===== src/rtl/regfile_writeback.sv =====
// rtl/regfile_writeback.sv - in-order writeback FIFO feeding the register file write port
// Optional WB_FWD_EN adds fwd_data_1..3 (youngest queued data for each read address).
module regfile_writeback #(
  parameter int DEPTH = 4,
  parameter int AW    = 5,
  parameter int DW    = 16
) (
  input  logic          clk,
  input  logic          rst_n,
  input  logic          alu_valid,
  input  logic [AW-1:0] alu_addr,
  input  logic [DW-1:0] alu_data,
  output logic          alu_ready,
  input  logic          ld_valid,
  input  logic [AW-1:0] ld_addr,
  input  logic [DW-1:0] ld_data,
  output logic          ld_ready,
  input  logic          wb_hold,
  output logic          wb_en,
  output logic [AW-1:0] wb_addr,
  output logic [DW-1:0] wb_data,
  input  logic [AW-1:0] rd_addr_1,
  input  logic [AW-1:0] rd_addr_2,
  input  logic [AW-1:0] rd_addr_3,
  output logic          pend_1,
  output logic          pend_2,
  output logic          pend_3,
`ifdef WB_FWD_EN
  output logic [DW-1:0] fwd_data_1,
  output logic [DW-1:0] fwd_data_2,
  output logic [DW-1:0] fwd_data_3,
`endif
  output logic          full,
  output logic          empty
);

  localparam int PW = (DEPTH > 1) ? $clog2(DEPTH) : 1;
  localparam int CW = $clog2(DEPTH + 1);

  logic [AW-1:0]    mem_addr [DEPTH];
  logic [DW-1:0]    mem_data [DEPTH];
  logic [DEPTH-1:0] ent_valid;
  logic [DEPTH-1:0] valid_next;
  logic [PW-1:0]    head;
  logic [PW-1:0]    tail;
  logic [PW-1:0]    ld_slot;
  logic [CW-1:0]    count;
  logic [CW-1:0]    free;
  logic             last_ld;
  logic             alu_push;
  logic             ld_push;
  logic             conflict;

  // Only the registered count frees slots; a same-cycle pop never helps a push.
  assign free     = CW'(DEPTH) - count;
  assign conflict = (free == CW'(1)) && alu_valid && ld_valid;

  always_comb begin
    alu_ready = 1'b0;
    ld_ready  = 1'b0;
    if (free >= CW'(2)) begin
      alu_ready = 1'b1;
      ld_ready  = 1'b1;
    end else if (free == CW'(1)) begin
      if (alu_valid && ld_valid) begin
        alu_ready = last_ld;
        ld_ready  = ~last_ld;
      end else begin
        alu_ready = alu_valid;
        ld_ready  = ld_valid;
      end
    end
  end

  assign alu_push = alu_valid & alu_ready;
  assign ld_push  = ld_valid & ld_ready;
  assign ld_slot  = alu_push ? tail + PW'(1) : tail;

  assign empty   = (count == '0);
  assign full    = (count == CW'(DEPTH));
  assign wb_en   = ~empty & ~wb_hold;
  assign wb_addr = empty ? '0 : mem_addr[head];
  assign wb_data = empty ? '0 : mem_data[head];

  always_comb begin
    valid_next = ent_valid;
    if (wb_en)    valid_next[head]    = 1'b0;
    if (alu_push) valid_next[tail]    = 1'b1;
    if (ld_push)  valid_next[ld_slot] = 1'b1;
  end

  always_ff @(posedge clk or negedge rst_n) begin
    if (!rst_n) begin
      count     <= '0;
      head      <= '0;
      tail      <= '0;
      ent_valid <= '0;
      last_ld   <= 1'b1;
    end else begin
      count     <= count + CW'(alu_push) + CW'(ld_push) - CW'(wb_en);
      head      <= head + PW'(wb_en);
      tail      <= tail + PW'(alu_push) + PW'(ld_push);
      ent_valid <= valid_next;
      if (conflict) last_ld <= ld_push;
    end
  end

  always_ff @(posedge clk) begin
    if (alu_push) begin
      mem_addr[tail] <= alu_addr;
      mem_data[tail] <= alu_data;
    end
    if (ld_push) begin
      mem_addr[ld_slot] <= ld_addr;
      mem_data[ld_slot] <= ld_data;
    end
  end

  function automatic logic pend_of(input logic [AW-1:0] ra);
    logic hit;
    hit = 1'b0;
    for (int i = 0; i < DEPTH; i++)
      if (ent_valid[PW'(i)] && mem_addr[PW'(i)] == ra) hit = 1'b1;
    return hit;
  endfunction

  assign pend_1 = pend_of(rd_addr_1);
  assign pend_2 = pend_of(rd_addr_2);
  assign pend_3 = pend_of(rd_addr_3);

`ifdef WB_FWD_EN
  // Walk oldest to youngest from head so the last hit is the youngest match.
  function automatic logic [DW-1:0] fwd_of(input logic [AW-1:0] ra);
    logic [DW-1:0] val;
    logic [PW-1:0] idx;
    val = '0;
    for (int k = 0; k < DEPTH; k++) begin
      idx = head + PW'(k);
      if (ent_valid[idx] && mem_addr[idx] == ra) val = mem_data[idx];
    end
    return val;
  endfunction

  assign fwd_data_1 = fwd_of(rd_addr_1);
  assign fwd_data_2 = fwd_of(rd_addr_2);
  assign fwd_data_3 = fwd_of(rd_addr_3);
`endif

endmodule


===== config.mk =====
export PLATFORM = sky130hd
export DESIGN_NAME = regfile_writeback
export DESIGN_NICKNAME = d
export VERILOG_FILES = /design/src/rtl/regfile_writeback.sv
export SDC_FILE = /design/constraint.sdc
export NUM_CORES = 1
export LEC_CHECK = 0
export CAP_MARGIN = 20
export CORE_UTILIZATION = 51
export DETAILED_ROUTE_END_ITERATION = 12
export PLACE_DENSITY_LB_ADDON = 0.15
export SYNTH_ARGS = -nofsm -noshare
export SYNTH_HDL_FRONTEND = slang
export SYNTH_SLANG_ARGS = --single-unit

===== constraint.sdc =====
create_clock -name clk -period 3.5 [get_ports clk]
set_clock_uncertainty 0.1 [all_clocks]
set_input_delay 0.525 -clock clk [delete_from_list [all_inputs] [get_ports clk]]
set_output_delay 0.525 -clock clk [all_outputs]
set_load 0.01 [all_outputs]

==> reports/metrics.cfg <==
[status]
status=complete, no violations

[worst_setup_path]
worst-setup-path-type=reg2reg
path_max_fanout=8
crit_path_top_delay_cell=or3b_1
crit_path_end_kind=flip-flop
crit_chain=inv_1 -> ha_1 -> ha_1 -> or3b_1 -> a22o_1 -> inv_1 -> ha_1 -> fa_1 -> inv_1 -> fa_1
crit_family=adder cells
crit_arrival_ns=3.36
max_stage_delay_ns=0.44
critPathRequiredTime_ns=3.64
reg2reg_depth=10
worstSetupStartpointType=flip-flop
cp.depth=10
critPathBufInv=3

[power_and_ir_drop]
ir_worst_vdd_v=0.0005054
total_power_w=0.005956
powerDensity_nw_per_um2=897.8
leakagePower_nw=2.383

[logic_synthesis]
synth.area.top_cells=edfxtp_1, mux2_2, mux4_2
yosysTopAreaCell=edfxtp_1
netlist_area_um2=5384
postSynthCellCount=352
yosysTopAreaCellShare_pct=46.85
syn_nets=428
ys_seq_area_share_pct=51.52
synthTopCellsByCount=edfxtp_1, mux2_2, xor2_1, mux4_2, nor2b_1
yosysWarnings=0
avgSynthCellArea_um2=15.30
ys.flop_type=edfxtp_1
ys_ff_latch=94
synth.distinct_cells=40
async_flop_share_pct=10.64
synth_edf_count=84
synth.most_common_cell=edfxtp_1

[cts]
cts.sink_count=94
insertion_delay_ns=0.36
post_cts_resize_count=0
numCtsBuffers=9
tritoncts=built
clk_pin_slew_worst_paths_ns=0.09
postCtsSetupBuffers=0
htree_num_levels=3
hold_buffers=0
root_buffer=clkbuf_8
cts_max_path_buffers=2

[timing]
period_needed_ns=3.217
finalSetupViolCount=0
fin_crit_sh_pct=91.92
relSlewSlack_pct=44.46
rsz0062_at_grt=false
hold_viol=0
tns_ns=0
fmax_ghz=0.3108
worst_slew_pin_slew_ns=0.8331
report.final.slew_viol_count=0

[global_route]
grt_max_degree=25
grt_use_total_pct=22.15
grt_pass1_vias=3420
grt_first_pass_wirelength_mm=18.03
antenna_found_initial=0
gr-total-overflow=0

[min_path]
hp-class=in2async

[final_layout]
syn2layout_area_growth_pct=23.22
num_antenna_cells=0
drive_gt1_share_pct=30.04
nNetsFinal=528

[floorplanning]
initial_core_util_pct=52.39
die_area_um2=10970
die_h_um=104.7
num_rows=37
ios=91
coreArea_um2=10280
die_w_um=104.7

[detailed_routing]
viasPerCell=5.483
drtAntennaViolNets=0
dr.pass1.iters=5
finalWirelength_mm=11.36
wire_per_inst_um=19.18
drt_iter0_drc=127
via_count=3246
drcViolationCount=0

[placed_design]
globalplace.congestion=0.8762
io_buffers=90
hpwl_mm=7.677

[flow_run]
cap_viol_max_count=0

-- placed cells by master, fill, tap and decap left out, drive strengths merged --
master | Yosys | final
ha | 11 | 11
or4b | 1 | 1
xnor2 | 8 | 8
nor3b | 1 | 1
a21o | 2 | 2
clkdlybuf4s50 | 0 | 90
fa | 3 | 3
xor2 | 26 | 26
clkbuf | 7 | 9
nor2b | 21 | 21
buf | 10 | 16
nor4 | 6 | 6
inv | 12 | 12
nor2 | 1 | 1
dfstp | 1 | 1
mux4 | 21 | 21
o211a | 1 | 1
nor3 | 3 | 3
nand2 | 13 | 13
clkinv | 0 | 6
o2111ai | 2 | 2
nand2b | 1 | 1
nor4b | 1 | 1
nand3b | 2 | 2
a21oi | 2 | 2
edfxtp | 84 | 84
mux2i | 2 | 2
mux2 | 84 | 84
o41ai | 1 | 1
a22o | 1 | 1
o21a | 1 | 1
nand3 | 8 | 8
or3b | 1 | 1
nand4 | 1 | 1
and4b | 1 | 1
a31oi | 2 | 2
and3 | 1 | 1
dfrtp | 9 | 9
-- final timing paths --
check / startpoint / end / slack (ns)
worst max-delay path: count[1] / count[1] / 0.28
worst min-delay path: rst_n / count[2] / 0.38
worst max register to register: count[1] / count[1] / 0.28
worst min register to register: last_ld / last_ld / 0.42
max in group asynchronous: rst_n / head[0] / 2.56
min in group clk: last_ld / last_ld / 0.42
-- routing by layer --
layer / global-route usage, % / routed length (µm)
met1: 27.58 / 4875
met3: 4.180 / 569
met4: 7.042 / 99
met2: 38.93 / 5810
met5: 0 / 0
-- per-stage QoR --
stage	utilization (%)	worst slack [ns]	instance area (µm²)	instances	hold WS [ns]
2_1_floorplan	-	0.5078	5384	352	0.1294
3_3_place_gp	63.05	0.3834	6480	577	0.4036
3_5_place_dp	63.05	0.2858	6480	577	0.4081
4_1_cts	64.55	0.2262	6634	592	0.3844
5_1_grt	64.55	0.06182	6634	592	0.4218
6_report	64.55	0.2829	6634	592	0.3821
-- cells by family after synthesis --
group	share of synthesized area (%)
simple gates	6.600
compound gates	2.347
fa+ha+maj	3.672
xor+xnor	5.531
mux	27.14
buf+inv	3.184
flops	51.52
-- layout make-up --
type                       instances  area (µm²)
timing repair buffer             106        1033
clock buffer                       9       123.9
sequential                        94        2775
inverter                          12       45.04
multi-input combinational        229        2456
clock inverter                     6       30.03
fill                             806        3643
tap                              136       170.2
-- flip-flops by register name, summed over array words and instances, names as in the netlist --
name / cells
mem_data: 64
count: 3
head: 2
tail: 2
ent_valid: 2
mem_addr: 20
last_ld: 1
-- where the power goes --
group	leakage, nW	internal [W]	switching (W)
logic	1.41	0.00169	0.00144
clock network	0.0814	0.000246	0.000368
registers	0.895	0.00191	0.000303
-- worst register-to-register path: stages, from the launching register on --
cell	delay, ns
dfrtp_1	0.38
inv_1	0.10
ha_1	0.22
ha_1	0.38
or3b_1	0.44
a22o_1	0.29
inv_1	0.09
ha_1	0.24
fa_1	0.36
inv_1	0.08
fa_1	0.41
(Power assumes the default switching activity.)
